## src/rtl/parking_pkg.sv

```systemverilog
// Parking exit payment: shared types and defaults.
// Holds the payment FSM state encoding and the default fee width.
package parking_pkg;

    localparam int FEE_W_DEF = 8;

    typedef enum logic [1:0] {
        IDLE     = 2'd0,
        WAIT_PAY = 2'd1,
        SETTLE   = 2'd2,
        ABORT    = 2'd3
    } pay_state_t;

endpackage

```

## src/rtl/payment_timer.sv

```systemverilog
// Payment idle timer: counts idle cycles, flags the final one.
// Ports: clk, reset (async, high), clear, enable, expired.
// expired is high during the CYCLES-th consecutive enabled cycle.
module payment_timer #(
    parameter int CYCLES = 1000
) (
    input  logic clk,
    input  logic reset,
    input  logic clear,
    input  logic enable,
    output logic expired
);

    localparam int W = $clog2(CYCLES + 1);
    localparam logic [W-1:0] LAST = W'(CYCLES - 1);

    logic [W-1:0] cnt_q;
    logic [W-1:0] cnt_d;

    always_comb begin
        cnt_d = cnt_q;
        if (clear) begin
            cnt_d = '0;
        end else if (enable && cnt_q != LAST) begin
            cnt_d = cnt_q + 1'b1;
        end
    end

    always_ff @(posedge clk or posedge reset) begin
        if (reset) begin
            cnt_q <= '0;
        end else begin
            cnt_q <= cnt_d;
        end
    end

    assign expired = enable && !clear && (cnt_q == LAST);

endmodule

```

## src/rtl/exit_payment_controller.sv

```systemverilog
// Exit payment controller: fee capture, coin collection, change/refund.
// Inputs: clk, reset (async, high), fee_amount/fee_valid,
//   coin_value/coin_valid, cancel.
// Outputs: busy, amount_due, paid_total, payment_ok, change_valid,
//   change_amount, refund_valid, refund_amount, coin_reject, timeout_alarm.
// Optional: PAYMENT_TIMEOUT_EN adds an idle auto-cancel in WAIT_PAY.
module exit_payment_controller
    import parking_pkg::*;
#(
    parameter int FEE_W          = FEE_W_DEF,
    parameter int TIMEOUT_CYCLES = 1000
) (
    input  logic             clk,
    input  logic             reset,
    input  logic [FEE_W-1:0] fee_amount,
    input  logic             fee_valid,
    input  logic             coin_valid,
    input  logic [FEE_W-1:0] coin_value,
    input  logic             cancel,
    output logic             busy,
    output logic [FEE_W-1:0] amount_due,
    output logic [FEE_W:0]   paid_total,
    output logic             payment_ok,
    output logic             change_valid,
    output logic [FEE_W-1:0] change_amount,
    output logic             refund_valid,
    output logic [FEE_W:0]   refund_amount,
    output logic             coin_reject,
    output logic             timeout_alarm
);

    pay_state_t       state_q, state_d;
    logic [FEE_W-1:0] fee_q, fee_d;
    logic [FEE_W:0]   paid_q, paid_d;
    logic [FEE_W-1:0] due_q, due_d;
    logic [FEE_W-1:0] change_q, change_d;
    logic [FEE_W:0]   refund_q, refund_d;
    logic             pay_ok_q, pay_ok_d;
    logic             chg_v_q, chg_v_d;
    logic             ref_v_q, ref_v_d;
    logic             rej_q, rej_d;
    logic             alarm_q, alarm_d;

    logic [FEE_W+1:0] sum;
    logic [FEE_W:0]   paid_add;
    logic [FEE_W:0]   diff;
    logic             expired;

`ifdef PAYMENT_TIMEOUT_EN
    payment_timer #(
        .CYCLES (TIMEOUT_CYCLES)
    ) u_timer (
        .clk     (clk),
        .reset   (reset),
        .clear   (state_q != WAIT_PAY || coin_valid),
        .enable  (state_q == WAIT_PAY),
        .expired (expired)
    );
`else
    logic unused_cfg;
    assign unused_cfg = (TIMEOUT_CYCLES != 0);
    assign expired    = 1'b0;
`endif

    always_comb begin
        state_d  = state_q;
        fee_d    = fee_q;
        paid_d   = paid_q;
        change_d = change_q;
        refund_d = refund_q;
        pay_ok_d = 1'b0;
        chg_v_d  = 1'b0;
        ref_v_d  = 1'b0;
        rej_d    = 1'b0;
        alarm_d  = 1'b0;
        diff     = '0;
        // One extra bit catches overflow of the FEE_W+1 running sum.
        sum      = {1'b0, paid_q} + (FEE_W+2)'(coin_value);
        paid_add = sum[FEE_W+1] ? '1 : sum[FEE_W:0];
        unique case (state_q)
            IDLE: begin
                rej_d = coin_valid;
                if (fee_valid) begin
                    fee_d    = fee_amount;
                    paid_d   = '0;
                    change_d = '0;
                    refund_d = '0;
                    if (fee_amount == '0) begin
                        state_d  = SETTLE;
                        pay_ok_d = 1'b1;
                    end else begin
                        state_d = WAIT_PAY;
                    end
                end
            end
            WAIT_PAY: begin
                if (coin_valid) begin
                    paid_d = paid_add;
                end
                // Covering the fee wins over cancel and timeout.
                if (paid_d >= {1'b0, fee_q}) begin
                    state_d  = SETTLE;
                    pay_ok_d = 1'b1;
                    diff     = paid_d - {1'b0, fee_q};
                    change_d = diff[FEE_W] ? '1 : diff[FEE_W-1:0];
                    chg_v_d  = (change_d != '0);
                end else if (cancel || expired) begin
                    state_d  = ABORT;
                    ref_v_d  = 1'b1;
                    refund_d = paid_d;
                    alarm_d  = expired;
                end
            end
            SETTLE, ABORT: begin
                rej_d   = coin_valid;
                state_d = IDLE;
            end
            default: state_d = IDLE;
        endcase
        due_d = '0;
        if (state_d != IDLE && {1'b0, fee_d} > paid_d) begin
            due_d = fee_d - paid_d[FEE_W-1:0];
        end
    end

    always_ff @(posedge clk or posedge reset) begin
        if (reset) begin
            state_q  <= IDLE;
            fee_q    <= '0;
            paid_q   <= '0;
            due_q    <= '0;
            change_q <= '0;
            refund_q <= '0;
            pay_ok_q <= 1'b0;
            chg_v_q  <= 1'b0;
            ref_v_q  <= 1'b0;
            rej_q    <= 1'b0;
            alarm_q  <= 1'b0;
        end else begin
            state_q  <= state_d;
            fee_q    <= fee_d;
            paid_q   <= paid_d;
            due_q    <= due_d;
            change_q <= change_d;
            refund_q <= refund_d;
            pay_ok_q <= pay_ok_d;
            chg_v_q  <= chg_v_d;
            ref_v_q  <= ref_v_d;
            rej_q    <= rej_d;
            alarm_q  <= alarm_d;
        end
    end

    assign busy          = (state_q != IDLE);
    assign amount_due    = due_q;
    assign paid_total    = paid_q;
    assign payment_ok    = pay_ok_q;
    assign change_valid  = chg_v_q;
    assign change_amount = change_q;
    assign refund_valid  = ref_v_q;
    assign refund_amount = refund_q;
    assign coin_reject   = rej_q;
    assign timeout_alarm = alarm_q;

endmodule

```

## config.mk

```make
export PLATFORM = sky130hd
export DESIGN_NAME = exit_payment_controller
export DESIGN_NICKNAME = d
export VERILOG_FILES = /design/src/rtl/parking_pkg.sv /design/src/rtl/payment_timer.sv /design/src/rtl/exit_payment_controller.sv
export SDC_FILE = /design/constraint.sdc
export NUM_CORES = 1
export LEC_CHECK = 0
export ABC_CLOCK_PERIOD_IN_PS = 5800
export CAP_MARGIN = 10
export CORE_ASPECT_RATIO = 0.7
export CORE_MARGIN = 4
export CORE_UTILIZATION = 35
export CTS_CLUSTER_DIAMETER = 200
export DETAILED_ROUTE_END_ITERATION = 6
export DONT_BUFFER_PORTS = 1
export GPL_ROUTABILITY_DRIVEN = 1
export HOLD_SLACK_MARGIN = 0.12
export SETUP_SLACK_MARGIN = 0.15
export SLEW_MARGIN = 0
export SYNTH_ARGS = -nofsm -noshare
export SYNTH_HDL_FRONTEND = slang
export SYNTH_SLANG_ARGS = --single-unit
```

## constraint.sdc

```tcl
create_clock -name clk -period 5.8 [get_ports clk]
set_input_delay 0.87 -clock clk [delete_from_list [all_inputs] [get_ports clk]]
set_output_delay 0.87 -clock clk [all_outputs]
set_load 0.05 [all_outputs]
```

* Word-level counts from Yosys, hierarchy flattened
Index checks and enable logic that the tools add are counted.
** Cells by class
- $add $sub $neg :: 3
- $lt $le $gt $ge :: 2
- Eq/ne operators :: 7
- Muxes and demuxes :: 31
- Reduce and logical (&&, ||, !) cells :: 11
** Operator list (number)
- $mux 9 :: 7
- $mux 8 :: 6
- $pmux 9 s2 :: 2
- $pmux 8 s2 :: 1
- $add 9x8->10 :: 1
- $ge 9x8->1 :: 1
- $gt 8x9->1 :: 1
- $mux 1 :: 9
- $sub 9x8->9 :: 1
- $logic_not 8->1 :: 1
- $mux 2 :: 4
- $ne 2x2->1 const B :: 4
- $reduce_bool 8->1 :: 1
- $sub 8x8->8 :: 1
- $pmux 2 s3 :: 1
- $reduce_bool 2->1 :: 3
- $eq 2x2->1 const B :: 2
- $reduce_and 4->1 :: 1
- $reduce_and 3->1 :: 1
- $reduce_or 3->1 :: 1
- $eq 2x1->1 const B :: 1
- $logic_not 2->1 :: 1
- $pmux 1 s2 :: 1
- $reduce_or 2->1 :: 1
- $logic_and 1x1->1 :: 1
** Word-level totals
- Bits in registers :: 48
- Word-level logic and storage cells :: 64

* Logic depth before layout (Yosys ltp)
Gate-level depths: netlist of run 1.
- Word-level depth :: 10
- Mapped depth :: 18
- Depth with buffers taken out :: 16

* Least setup slack after synthesis of run 1
OpenSTA, ideal clock, no wires.
- Kind :: input port to flip-flop
- Start point :: input coin_value[0]
- End point :: register refund_q[2] (netlist: refund_amount[2])
- Setup time :: 0.125 ns
- Arrival :: 4.309 ns
- Path slack :: 1.366 ns
- Cell stages on the path :: 18
- Buffers on the path :: 3
- Cell sequence :: ha_1 -> inv_1 -> fa_1 -> nor2b_4 -> o31a_1 -> o21a_1 -> or3_1 -> a21oi_1 -> nor2_1 -> ha_1 -> clkbuf_1 -> a21oi_1 -> o21bai_1 -> or2_2 -> buf_1 -> or3_4 -> buf_6 -> mux2_4
** Between the ends
- Word-level cells in the longest chain between the ends :: 7
- Elaborated cells between the ends (all ways) :: 10
** Ends and longest elaborated chain
- start: declaration :: RTL line exit_payment_controller.sv:18 : input logic [FEE_W-1:0] coin_value,
- $add 9x8->10 (*) :: RTL line exit_payment_controller.sv:78 : sum = {1'b0, paid_q} + (FEE_W+2)'(coin_value);
- $mux 9 (*) :: RTL line exit_payment_controller.sv:79 : paid_add = sum[FEE_W+1] ? '1 : sum[FEE_W:0];
- $mux 9 (*) :: RTL line exit_payment_controller.sv:97 : if (coin_valid) begin
- $mux 9 (*) :: RTL line exit_payment_controller.sv:80 : unique case (state_q)
- $ge 9x8->1 or $mux 9 (tied branches) :: RTL line exit_payment_controller.sv:101, exit_payment_controller.sv:107
- $ne 2x2->1 (no line) or $mux 9 (tied branches)
- $reduce_and 4->1 (no line) or $pmux 9 s2 (tied branches)
- end signal: assignment :: RTL line exit_payment_controller.sv:145 : refund_q <= refund_d;
- end: declaration :: RTL line exit_payment_controller.sv:37 : logic [FEE_W:0] refund_q, refund_d;
Every way passes the cells marked *; elsewhere a longest branch is shown, timed or not. The select of a mux whose other input is x is not followed.
A chain may end at the register's enable or synchronous reset.

* Final worst setup path of run 1
- Start point :: register paid_q[6] (netlist: paid_total[6])
- End point :: register refund_q[2] (netlist: refund_amount[2])
** Between the ends
- Word-level cells in the longest chain between the ends :: 7
- Elaborated cells between the ends (all ways) :: 10
** Ends and longest elaborated chain
- start: declaration :: RTL line exit_payment_controller.sv:34 : logic [FEE_W:0] paid_q, paid_d;
- start signal: assignment :: RTL line exit_payment_controller.sv:142 : paid_q <= paid_d;
- $add 9x8->10 :: RTL line exit_payment_controller.sv:78
- $mux 9 :: RTL line exit_payment_controller.sv:79
- $mux 9 (*) :: RTL line exit_payment_controller.sv:97
- $mux 9 (*) :: RTL line exit_payment_controller.sv:80
- $ge 9x8->1 or $mux 9 (tied branches) :: RTL line exit_payment_controller.sv:101, exit_payment_controller.sv:107
- $ne 2x2->1 (no line) or $mux 9 (tied branches)
- $reduce_and 4->1 (no line) or $pmux 9 s2 (tied branches)
Marks and branches as above.

==> results of run 1 <==
-- path summary, 6_finish.rpt --
kind	end	slack, ps	cells past startpoint
min reg2reg	fee_q[7]	540	1
max in group asynchronous	paid_total[3]	4480	1
max reg2reg	refund_amount[2]	1190	14
min in group asynchronous	refund_valid	670	1
max	refund_amount[2]	1190	14
min	fee_q[7]	540	1
-- placed cells by master (no fill, tap or decap), types with 7 or more instances in the layout --
| cell | n |
|---|---|
| sky130_fd_sc_hd__a21oi_1 | 16 |
| sky130_fd_sc_hd__and2_1 | 8 |
| sky130_fd_sc_hd__nand2_1 | 27 |
| sky130_fd_sc_hd__o21ai_0 | 17 |
| sky130_fd_sc_hd__ha_1 | 24 |
| sky130_fd_sc_hd__mux2_2 | 7 |
| sky130_fd_sc_hd__o21a_1 | 7 |
| sky130_fd_sc_hd__mux2i_1 | 8 |
| sky130_fd_sc_hd__nor2b_1 | 7 |
| sky130_fd_sc_hd__a21o_1 | 9 |
| sky130_fd_sc_hd__nor2_1 | 15 |
| sky130_fd_sc_hd__dfrtp_1 | 48 |
| sky130_fd_sc_hd__inv_1 | 25 |
-- final cells by class --
cell class	count	area (um^2)
inverters	26	97.59
multi-input cells	243	1793
fillers	875	5200
flip-flops and latches	48	1201
clock buffers	6	138.9
repair buffers	3	22.52
well taps	120	150.1
clock inverters	2	15.01
-- synth_stat cells (3+ instances only) --
master	n	area share [%]
sky130_fd_sc_hd__o21a_1	7	1.7
sky130_fd_sc_hd__or4_1	3	0.71
sky130_fd_sc_hd__fa_1	3	1.9
sky130_fd_sc_hd__mux2_2	7	2.5
sky130_fd_sc_hd__ha_1	24	9.5
sky130_fd_sc_hd__o31ai_1	5	1.2
sky130_fd_sc_hd__inv_1	26	3.1
sky130_fd_sc_hd__o22ai_1	3	0.59
sky130_fd_sc_hd__a32oi_1	5	1.4
sky130_fd_sc_hd__and2_1	8	1.6
sky130_fd_sc_hd__nor2b_1	7	1.4
sky130_fd_sc_hd__a21boi_0	4	0.95
sky130_fd_sc_hd__clkbuf_1	8	0.95
sky130_fd_sc_hd__dfrtp_1	48	38
sky130_fd_sc_hd__nand3_1	4	0.63
sky130_fd_sc_hd__o31a_1	5	1.4
sky130_fd_sc_hd__a21oi_1	16	2.5
sky130_fd_sc_hd__nor3_1	4	0.63
sky130_fd_sc_hd__mux2i_1	8	2.5
sky130_fd_sc_hd__a21o_1	9	2.1
sky130_fd_sc_hd__and3_1	5	0.99
sky130_fd_sc_hd__nor2_1	15	1.8
sky130_fd_sc_hd__a22oi_1	5	1.2
sky130_fd_sc_hd__nand2_1	27	3.2
sky130_fd_sc_hd__o21bai_1	3	0.71
sky130_fd_sc_hd__xnor2_1	5	1.4
sky130_fd_sc_hd__xor2_1	5	1.4
sky130_fd_sc_hd__nor3b_1	4	0.95
sky130_fd_sc_hd__o21ai_0	17	2.7
-- critical path: stages (launching register included) --
cell and delay, ps:
sky130_fd_sc_hd__dfrtp_1 710, sky130_fd_sc_hd__ha_1 400, sky130_fd_sc_hd__a21o_1 230, sky130_fd_sc_hd__a21oi_1 230
sky130_fd_sc_hd__o21ai_0 110, sky130_fd_sc_hd__a21o_1 230, sky130_fd_sc_hd__o22ai_1 450, sky130_fd_sc_hd__inv_1 90
sky130_fd_sc_hd__ha_1 360, sky130_fd_sc_hd__a21o_1 180, sky130_fd_sc_hd__a21oi_1 230, sky130_fd_sc_hd__a31oi_1 130
sky130_fd_sc_hd__or2_2 340, sky130_fd_sc_hd__or3_4 470, sky130_fd_sc_hd__mux2_4 320
-- state kept, by name, summed over array words and instances (netlist names) --
name,flops
coin_reject,1
refund_amount,9
amount_due,8
change_valid,1
payment_ok,1
paid_total,9
change_amount,8
state_q,2
refund_valid,1
fee_q,8
-- cell families (layout without fill, tap and decap cells) --
group,after synthesis,in the layout,synth area share [%]
adder cells (fa/ha/maj),27,27,11.42
flip-flops,48,48,38.06
other,1,1,0.1188
multiplexers,17,17,5.988
buffers and inverters,38,37,5.115
AO/OA/AOI/OAI,98,98,21.49
XOR/XNOR,10,10,2.775
AND/OR/NAND/NOR,90,90,15.03
-- metrics by stage --
| stage | std cells | setup WS (ps) | area [um^2] | hold WS (ps) |
|---|---|---|---|---|
| 2_1_floorplan | 329 | 1366 | 3156 | 488.7 |
| 3_3_place_gp | 440 | 1142 | 3264 | 518.9 |
| 5_1_grt | 448 | 890.6 | 3418 | 573.5 |
| 4_1_cts | 448 | 1205 | 3418 | 541.5 |
| 6_report | 448 | 1187 | 3418 | 542.2 |
| 3_5_place_dp | 440 | 1099 | 3264 | 525.5 |
-- layer usage --
layer / global-route usage, % / wire length [um] / part of all wire [%] / vias up
met5: 0 / 0 / 0 / -
met4: 3.764 / 72 / 0.89 / 0
met3: 5.000 / 793 / 9.8 / 8
met2: 21.65 / 3113 / 38 / 74
met1: 23.83 / 4112 / 51 / 1165
li1: - / - / - / 1196
==> metrics, run 1 <==
status completed; buffers inserted by post-CTS timing repair 0; GRT Util Overall 15.79%; final routed wire length divided by cell count 18.06 um; most common flop cell mapped by yosys sky130_fd_sc_hd__dfrtp_1; HP Start fee_q[7]; first-iteration detailed-routing DRC count 180; die outline area 0.01062 mm^2; routed via count divided by cell count between 5 and 6; WP data required 5970 ps; setup repair after global routing missed its margin false; number of buffers added by the clock tree synthesis step 5; minimum clock period about 4600 ps; Port Buffers 0; HPWL after detailed placement 6303 um; critical path peak fanout 10; final setup TNS 0 ps; WS Path Type flip-flop to flip-flop; synthesis warning total 0; Die X approximately 120 um; number of H-tree levels 2; total global routing overflow 0; Row Count 28; number of global-route vias before repair 2466; capturing element type of the critical path flip-flop; core region area 0.008618 mm^2; total vias in the final route 2443; number of setup violations in the final report 0; slew at the pin closest to its max-slew limit 995.2 ps; relative slew slack 33.65%; HP Class flip-flop to flip-flop; cell count after synthesis 329; fraction of registers with async set or reset after synthesis between 90% and 100%; R2R Path Start paid_total[6]; number of enable-type register cells in the synthesized netlist 0; Ports 61; global-route wire length before repair 13050 um; CTS hold repair buffers 0; ANT cells 0; number of nets in the final layout around 380; Syn-to-layout area delta 8.327%; initial antenna violation count 0; kind of start point of the critical path flip-flop; number of flip-flops and latches in the synthesized netlist between 40 and 50; timing startpoint of the critical path paid_total[6]; routability congestion estimate 0.9329; maxcap violations 0; initial core utilization 36.61%; Max Buffers Root-to-Sink 2; number of DRC violations after detailed routing 0; Root Buffer sky130_fd_sc_hd__clkbuf_16; end-of-flow core utilization 39.66%; Max Slew Vio Count 0; overall die height 87.44 um; syn_area_per_cell 9.591 um^2; drt total wl 8091 um; Layout Skew 5.341 ps; library cells used by synthesis 57; Num Clock Sinks 48; maximum clock rate between 200 and 250 MHz; arrival time worst endpoint 4790 ps; final clock period utilization by the worst path 79.54%; antenna-violating nets left 0; clock transition time at the flip-flop clock pins of the worst setup and hold paths 70 ps; clock network latency to the later pin of the worst-skew pair 290 ps; layout cell share with drive strength beyond 1 8.232%; clock tree from TritonCTS built; Pre-Repair DR Iteration Count 4; post_cts resized 0; Seq/Total Area, Yosys 38.07%; final count of hold timing violations 0; post-synthesis instance area 0.003156 mm^2; Net Count, Synth 377; pin count of the biggest net entering global routing roughly 50
Power of run 1 is left out: the tool's default activity adds up to more than one toggle a clock period on the data nets, which glitch-free logic cannot reach.
==> run 2: changes to the inputs <==
--- a/config.mk
+++ b/config.mk
@@ -5,7 +5,7 @@
 export SDC_FILE = /design/constraint.sdc
 export NUM_CORES = 1
 export LEC_CHECK = 0
-export ABC_CLOCK_PERIOD_IN_PS = 5800
+export ABC_CLOCK_PERIOD_IN_PS = 4400
 export CAP_MARGIN = 10
 export CORE_ASPECT_RATIO = 0.7
 export CORE_MARGIN = 4
==> constraint.sdc (replaced) <==
create_clock -name clk -period 4.4 [get_ports clk]
set_input_delay 0.66 -clock clk [delete_from_list [all_inputs] [get_ports clk]]
set_output_delay 0.66 -clock clk [all_outputs]
set_load 0.05 [all_outputs]
==> run 2 against run 1 <==
Compared with the run above:
- worst setup slack worse by 730 ps
- register-to-register slack lost 730 ps
- maximum frequency increased by 17%
- count of clock-buffer cells in the layout increased by 1
- wire length increased by 4.3%
- via count increased by 4.4%
- core utilization grew 2.0 points
- critical path type unchanged
- largest cell class unchanged
- highest routed layer unchanged
==> metrics, run 2 (synthesized netlist as in run 1, its figures left out) <==
status completed (unchanged); HP Class primary input to asynchronous set/reset pin (was flip-flop to flip-flop); final setup TNS 0 ps (unchanged); initial antenna violation count 0 (unchanged); number of nets in the final layout 394 (was 375); final clock period utilization by the worst path 89.71% (was 79.54%); layout cell share with drive strength beyond 1 13.26% (was 8.232%); HPWL after detailed placement 6700 um (was 6303 um); overall die height 87.44 um (unchanged); maximum clock rate 253.3 MHz (was 216.8 MHz); worst setup path end refund_amount[2] (unchanged); routability congestion estimate 0.8906 (was 0.9329); Max Slew Vio Count 0 (unchanged); Root Buffer sky130_fd_sc_hd__clkbuf_16 (unchanged); final count of hold timing violations 0 (unchanged); Num Clock Sinks 48 (unchanged); Port Buffers 0 (unchanged); most common cell after layout, fill and taps aside sky130_fd_sc_hd__dfrtp_1 (unchanged); Pre-Repair DR Iteration Count 5 (was 4); Max Buffers Root-to-Sink 2 (unchanged); post_cts resized 0 (unchanged); number of cells after detailed placement 459 (was 440); buffers inserted by post-CTS timing repair 0 (unchanged); final routed wire length divided by cell count 18.07 um (was 18.06 um); minimum clock period 3947 ps (was 4613 ps); WP data required 4570 ps (was 5970 ps); maxcap violations 0 (unchanged); first-iteration detailed-routing DRC count 187 (was 180); number of cell instances on the worst register-to-register path 14 (unchanged); setup repair after global routing missed its margin false (unchanged); Row Count 28 (unchanged); number of buffers added by the clock tree synthesis step 5 (unchanged); routed via count divided by cell count 5.463 (was 5.453); critical path peak fanout 10 (unchanged); commonest cells after routing, fill and taps aside 48 x sky130_fd_sc_hd__dfrtp_1, 27 x sky130_fd_sc_hd__nand2_1, 25 x sky130_fd_sc_hd__inv_1 (unchanged); Die X 121.5 um (unchanged); slew at the pin closest to its max-slew limit 1036 ps (was 995.2 ps); clock transition time at the flip-flop clock pins of the worst setup and hold paths 60 ps (was 70 ps); die outline area 0.01062 mm^2 (unchanged); timing startpoint of the critical path paid_total[3] (was paid_total[6]); relative slew slack 30.91% (was 33.65%); core region area 0.008618 mm^2 (unchanged); number of global-route vias before repair 2499 (was 2466); total global routing overflow 0 (unchanged); slack of the worst reg-to-reg path 450 ps (was 1190 ps); Layout Skew 4.989 ps (was 5.341 ps); global-route wire length before repair 13480 um (was 13050 um); kind of start point of the critical path flip-flop (unchanged); WS Path Type flip-flop to flip-flop (unchanged); worst flop-to-flop path endpoint refund_amount[2] (unchanged); CTS hold repair buffers 0 (unchanged); antenna-violating nets left 0 (unchanged); drt total wl 8437 um (was 8091 um); number of setup violations in the final report 0 (unchanged); pin count of the biggest net entering global routing 49 (unchanged); number of DRC violations after detailed routing 0 (unchanged); clock tree from TritonCTS built (unchanged); arrival time worst endpoint 4120 ps (was 4790 ps); total vias in the final route 2551 (was 2443); Syn-to-layout area delta 13.76% (was 8.327%); R2R Path Start paid_total[3] (was paid_total[6]); GRT Util Overall 16.38% (was 15.79%); ANT cells 0 (unchanged); non-filler instance count after layout 467 (was 448); clock network latency to the later pin of the worst-skew pair 290 ps (about the same); number of H-tree levels 2 (unchanged); end-of-flow core utilization 41.65% (was 39.66%); capturing element type of the critical path flip-flop (unchanged); Ports 61 (unchanged); initial core utilization 36.61% (unchanged)
## run 2: cell types whose count changed in the layout (fill, tap and decap cells not counted), sizes merged
cell | previous run | this run
buf | 3 | 22
bufinv | 0 | 1
clkbuf | 6 | 7
clkinvlp | 2 | 0
## run 2: routing by layer
layer	track usage [%]	wire length [um]
met5	0	0
met4	3.052	64
met3	4.545	849
met2	23.16	3325
met1	24.88	4197
## run 2: stage by stage
step / worst slack [ps] / instance area (um^2) / hold slack (ps)
detailed placement: 211.9 / 3407 / 525.0
CTS: 455.6 / 3590 / 498.0
floorplan: 176.1 / 3156 / 488.7
global placement: 245.6 / 3407 / 515.1
finish: 452.8 / 3590 / 491.0
global route: 190.4 / 3590 / 503.1
## run 2: final cells by class
type	instances	area (um^2)
flip-flops and latches	48	1201
clock inverters	1	30.03
repair buffers	22	165.2
inverters	26	97.59
fillers	869	5029
multi-input cells	243	1793
well taps	120	150.1
clock buffers	7	152.6
## run 2: worst min-delay path by stage
stage                from            to
6_report            reset  refund_valid
5_1_grt        coin_valid   coin_reject
4_1_cts        coin_valid   coin_reject
3_5_place_dp     fee_q[2]      fee_q[2]
3_3_place_gp     fee_q[7]      fee_q[7]
2_1_floorplan    fee_q[0]      fee_q[0]
## run 2: worst max-delay path, cell delays in order, from the launching register on
cell	delay (ps)
sky130_fd_sc_hd__dfrtp_1	390
sky130_fd_sc_hd__ha_1	350
sky130_fd_sc_hd__a21o_1	220
sky130_fd_sc_hd__a21oi_2	180
sky130_fd_sc_hd__a21boi_1	130
sky130_fd_sc_hd__a21o_1	260
sky130_fd_sc_hd__o22ai_1	200
sky130_fd_sc_hd__inv_1	90
sky130_fd_sc_hd__ha_1	340
sky130_fd_sc_hd__a21o_1	180
sky130_fd_sc_hd__a21oi_1	250
sky130_fd_sc_hd__a31oi_1	150
sky130_fd_sc_hd__or2_2	300
sky130_fd_sc_hd__or3_4	460
sky130_fd_sc_hd__mux2_4	320
Power of run 2 is left out for the same reason.
